<file path="src/rtl/openframe_gpio_cfg_serializer.sv">
// Per-pad configuration store plus serial transmitter for the daisy-chained pad
// configuration shift registers. The highest pad goes first, MSB first, and one load pulse follows.
module openframe_gpio_cfg_serializer #(
  parameter int                  NUM_PADS  = 44,
  parameter int                  CFG_BITS  = 13,
  parameter logic [CFG_BITS-1:0] CFG_RESET = CFG_BITS'(13'h0403),
  parameter int                  AW        = 6
) (
  input  logic                clk,
  input  logic                resetb,
  input  logic                cfg_we,
  input  logic [AW-1:0]       cfg_addr,
  input  logic [CFG_BITS-1:0] cfg_wdata,
  output logic [CFG_BITS-1:0] cfg_rdata,
  input  logic                start,
  output logic                busy,
  output logic                done,
  output logic                serial_clock,
  output logic                serial_load,
  output logic                serial_data
);

  localparam int                BW       = $clog2(CFG_BITS);
  localparam logic [AW-1:0]     LAST_PAD = AW'(NUM_PADS - 1);
  localparam logic [BW-1:0]     LAST_BIT = BW'(CFG_BITS - 1);

  typedef enum logic [1:0] {
    ST_IDLE,
    ST_SHIFT,
    ST_LOAD
  } state_t;

  state_t                state_q, state_d;
  logic                  phase_q, phase_d;
  logic [BW-1:0]         bit_q, bit_d;
  logic [AW-1:0]         pad_q, pad_d;
  logic                  sclk_q, sclk_d;
  logic                  sload_q, sload_d;
  logic                  sdata_q, sdata_d;
  logic                  busy_q, busy_d;
  logic                  done_q, done_d;
  logic [CFG_BITS-1:0]   rdata_q, rdata_d;
  logic [CFG_BITS-1:0]   cfg_q [NUM_PADS];
  logic [CFG_BITS-1:0]   cfg_d [NUM_PADS];

  logic addr_ok;
  logic wr_en;

  assign addr_ok = (cfg_addr <= LAST_PAD);
  assign wr_en   = cfg_we && (state_q == ST_IDLE) && addr_ok;

  always_comb begin
    cfg_d = cfg_q;
    if (wr_en) begin
      cfg_d[cfg_addr] = cfg_wdata;
    end
    rdata_d = addr_ok ? cfg_q[cfg_addr] : '0;
  end

  always_comb begin
    state_d = state_q;
    phase_d = phase_q;
    bit_d   = bit_q;
    pad_d   = pad_q;
    sclk_d  = 1'b0;
    sload_d = 1'b0;
    sdata_d = 1'b0;
    done_d  = 1'b0;
    case (state_q)
      ST_IDLE: begin
        if (start) begin
          state_d = ST_SHIFT;
          phase_d = 1'b0;
          bit_d   = LAST_BIT;
          pad_d   = LAST_PAD;
          // cfg_d so that a write in the same cycle as start is streamed
          sdata_d = cfg_d[LAST_PAD][LAST_BIT];
        end
      end
      ST_SHIFT: begin
        if (!phase_q) begin
          phase_d = 1'b1;
          sclk_d  = 1'b1;
          sdata_d = sdata_q;
        end else if ((bit_q == '0) && (pad_q == '0)) begin
          state_d = ST_LOAD;
          sload_d = 1'b1;
        end else begin
          phase_d = 1'b0;
          if (bit_q == '0) begin
            bit_d = LAST_BIT;
            pad_d = pad_q - 1'b1;
          end else begin
            bit_d = bit_q - 1'b1;
          end
          sdata_d = cfg_q[pad_d][bit_d];
        end
      end
      ST_LOAD: begin
        state_d = ST_IDLE;
        done_d  = 1'b1;
      end
      default: begin
        state_d = ST_IDLE;
      end
    endcase
    busy_d = (state_d != ST_IDLE);
  end

  always_ff @(posedge clk or negedge resetb) begin
    if (!resetb) begin
      state_q <= ST_IDLE;
      phase_q <= 1'b0;
      bit_q   <= '0;
      pad_q   <= '0;
      sclk_q  <= 1'b0;
      sload_q <= 1'b0;
      sdata_q <= 1'b0;
      busy_q  <= 1'b0;
      done_q  <= 1'b0;
      rdata_q <= '0;
      for (int i = 0; i < NUM_PADS; i++) begin
        cfg_q[i] <= CFG_RESET;
      end
    end else begin
      state_q <= state_d;
      phase_q <= phase_d;
      bit_q   <= bit_d;
      pad_q   <= pad_d;
      sclk_q  <= sclk_d;
      sload_q <= sload_d;
      sdata_q <= sdata_d;
      busy_q  <= busy_d;
      done_q  <= done_d;
      rdata_q <= rdata_d;
      for (int i = 0; i < NUM_PADS; i++) begin
        cfg_q[i] <= cfg_d[i];
      end
    end
  end

  assign cfg_rdata    = rdata_q;
  assign busy         = busy_q;
  assign done         = done_q;
  assign serial_clock = sclk_q;
  assign serial_load  = sload_q;
  assign serial_data  = sdata_q;

endmodule

</file>
<file path="config.mk">
export PLATFORM = sky130hd
export DESIGN_NAME = openframe_gpio_cfg_serializer
export DESIGN_NICKNAME = d
export VERILOG_FILES = /design/src/rtl/openframe_gpio_cfg_serializer.sv
export SDC_FILE = /design/constraint.sdc
export NUM_CORES = 1
export LEC_CHECK = 0
export CAP_MARGIN = 20
export CORE_MARGIN = 2
export CORE_UTILIZATION = 45
export DETAILED_ROUTE_END_ITERATION = 10
export GPL_TIMING_DRIVEN = 0
export MAX_ROUTING_LAYER = met4
export PLACE_DENSITY_LB_ADDON = 0.05
export SLEW_MARGIN = 20
export SYNTH_ARGS = -nofsm -noshare
export SYNTH_HDL_FRONTEND = slang
export SYNTH_SLANG_ARGS = --single-unit
</file>
<file path="constraint.sdc">
create_clock -name clk -period 4.3 [get_ports clk]
set_clock_uncertainty 0.15 [all_clocks]
set_input_delay 0.86 -clock clk [delete_from_list [all_inputs] [get_ports clk]]
set_output_delay 0.86 -clock clk [all_outputs]
set_load 0.1 [all_outputs]
</file>
==> impl_metrics.tcl <==
set metrics [dict create \
    initial_core_util_pct 45.23 \
    drt_iter0_drc 4779 \
    leakage_nw 16.60 \
    grt_max_degree 102 \
    power_density_nw_per_um2 557.9 \
    wl_mm 170.3 \
    start_kind "input pin" \
    cp.required_ns 4.59 \
    die_h_um 268.6 \
    fmax_mhz 217.6 \
    rr_worst_depth 15 \
    place_congestion 1.074 \
    root_buffer "clkbuf_16" \
    setup_viol 12 \
    gr-total-overflow 0 \
    synth.avg_cell_area_um2 11.21 \
    netlist_top_cells_count "mux2_2, dfrtp_1, nand2_1" \
    synthMostInstantiatedCell "mux2_2" \
    slew_headroom_pct 11.31 \
    hold_viol 0 \
    drive_above_1_share_pct 37.09 \
    hold_ws_ns 0.0004661 \
    min_period_ns 4.596 \
    numCtsBuffers 70 \
    post-route-util_pct 53.53 \
    fin_crit_sh_pct 106.9 \
    grt_pass1_wl_mm 229.2 \
    r2r-end "serial_data" \
    pin_count 41 \
    die_area_um2 72150 \
    drc 0 \
    antenna_found_initial 12 \
    pwr-share-seq_pct 28.3 \
    area_delta_synth_final_pct 18.35 \
    via_per_inst 7.263 \
    violations "negative setup slack" \
    slowest_delay_ns 0.98 \
    crit_family "buffers and inverters" \
    synth_cell_type_count 70 \
    grt_pass1_vias 27471 \
    crit_buf_inv 3 \
    dieWidth_um 268.6 \
    rows 97 \
    worst_path_most_repeated_cell "clkbuf_1" \
    max-clock-path-buffers 3 \
    crit_chain "clkdlybuf4s50_1 -> clkbuf_1 -> clkbuf_1 -> nand4_1 -> o211ai_1 -> nand3_1" \
    final_nets 2996 \
    setup-tns-final_ns -1.755 \
    port_buffers 40 \
    synth_edf_count 0 \
    power_switching_mw 8.710 \
    startpoint "cfg_addr[4]" \
    p_int_mw 12.09 \
    peakVddDrop_uv 412.2 \
    gr-usage-all-layers_pct 48.25 \
    h-tree-depth 3 \
    hold_path_class "input pin to async pin" \
    synthFlopType "dfrtp_1" \
    vias 28899 \
    cp-end-kind "flip-flop" \
    syn_inst 2810 \
    cap_violations 0 \
    clk_latency_ns 0.66 \
    rrSetupSlack_ns -0.19 \
    ys_seq_area_share_pct 48.42 \
    cp_slowest_cell "clkbuf_1" \
    worst_slack_ns -0.2959 \
    core_area_um2 69660 \
    slew_viol_final 0 \
    synthArstFlopShare_pct 100.0 \
    netlist.area_leader.share_pct 37.41 \
    syn_nets 2836 \
    antenna_left 0 \
    crit_type "input pin to flip-flop" \
    first_pass_iters 7 \
    numClockSinks 603 \
    wl_per_cell_um 42.80 \
    netlist_area_um2 31510 \
    ys_ff_latch 603 \
    yosysWarnings 0 \
    cts_tree "yes" \
    clkTransAtPathRegs_ns 0.06 \
    clockPowerShare_pct 32.4 \
    synth_area_leaders "dfrtp_1, mux2_2, dfstp_2, a22oi_1, nand2_1" \
    rsz0062_at_grt "yes" \
    path_max_fanout 10 \
    arrival_ns 4.89 \
    switching_share_pct 41.87 \
    p_comb_share_pct 39.3 \
    status "finished, violations left" \
    synth_area_leader_cell "dfrtp_1" \
    finalPower_mw 20.80 \
    max_slew.worst_pin.slew_ns 1.330 \
    dp_hpwl_mm 117.7 \
    reg2reg_from "pad_q[0]" \
]
-- cell type report --
type,instances,area (um^2)
fillers,6202,32380
inverters,6,28.78
diodes,14,35.03
multi-input cells,1936,15740
clock buffers,92,1977
clock inverters,35,569.3
plain buffers,260,1470
flip-flops and latches,603,15260
repair buffers,93,1039
well taps,940,1176
-- layout by cell type, fill, tap and decap left out, types with 42 or more instances in the layout --
| cell | instances |
|---|---|
| mux2i_1 | 79 |
| nand4_1 | 68 |
| nor3_1 | 42 |
| o22ai_1 | 112 |
| a221oi_1 | 42 |
| nor2_1 | 60 |
| buf_4 | 60 |
| o211ai_1 | 44 |
| a22oi_1 | 189 |
| a21oi_1 | 55 |
| nand3_1 | 94 |
| dfstp_2 | 132 |
| nand2_1 | 277 |
| clkbuf_1 | 93 |
| clkbuf_16 | 72 |
| mux2_2 | 590 |
| dfrtp_1 | 468 |
-- per-layer routing --
metal  share of wire, %  global-route usage (%)  vias up
met5                  0                       -        -
met4                8.1                   31.19        0
met3                 13                   16.88      716
met2                 40                   64.61     2468
met1                 38                   61.45    14688
li1                   -                       -    11027
-- power by group through the flow --
stage / registers, mW / logic, mW / clock network [mW]
floorplan: 6.03 / 2.92 / 0
finish: 5.88 / 8.18 / 6.74
global route: 5.89 / 7.96 / 6.95
CTS: 5.88 / 7.23 / 6.73
detailed placement: 5.97 / 6.47 / 0
global placement: 5.97 / 6.36 / 0
-- metrics by stage --
step,instance area [um^2],instances,setup WS (ns)
2_1_floorplan,31510,2810,0.5527
4_1_cts,36920,3947,-0.1394
5_1_grt,37270,3973,-0.06878
6_report,37290,3979,-0.2959
3_3_place_gp,33080,3790,-24.89
3_5_place_dp,33470,3803,-3.308
-- kinds of logic after synthesis --
logic type | synth area share [%]
AND/OR/NAND/NOR | 9.182
multiplexers | 24.24
AO/OA/AOI/OAI | 14.39
adder cells (fa/ha/maj) | 0.1192
XOR/XNOR | 0.2740
flip-flops | 48.42
buffers and inverters | 3.376
-- worst max path at each step --
| stage | to | cells past startpoint |
|---|---|---|
| after floorplan | serial_data | 15 |
| after global placement | cfg_q[502] | 1 |
| after detailed placement | serial_data | 15 |
| after CTS | serial_data | 14 |
| after global routing | serial_data | 16 |
| final | cfg_rdata[2] | 6 |
-- state kept, by name (all words and copies together) (netlist names) --
signal        flops
done              1
cfg_rdata        13
busy              1
serial_data       1
state_q           2
serial_load       1
cfg_q           572
pad_q             6
serial_clock      1
phase_q           1
bit_q             4
-- what timing repair did --
item                                    in CTS  in global routing
endpoints found under the setup margin     136                 12
gates cloned                                 0                  1
pin swaps                                   19                 13
hold buffers                                 0                  0
setup buffers                               21                 17
gates resized for setup                    217                 65
hold endpoints to repair                     0                  0
-- worst register-to-register path, cell delays in order (launching register included) --
cell and delay, ns:
dfrtp_2 0.49, inv_4 0.15, buf_8 0.21, ha_1 0.25
nand4bb_2 0.26, xnor2_4 0.31, buf_4 0.24, nor2_2 0.28
buf_4 0.35, buf_4 0.35, nand3_1 0.17, nand4_1 0.18
nand3_1 0.30, a21oi_1 0.34, o21ai_0 0.14, o311a_4 0.21
No activity file was read; power rests on OpenSTA's default activity.
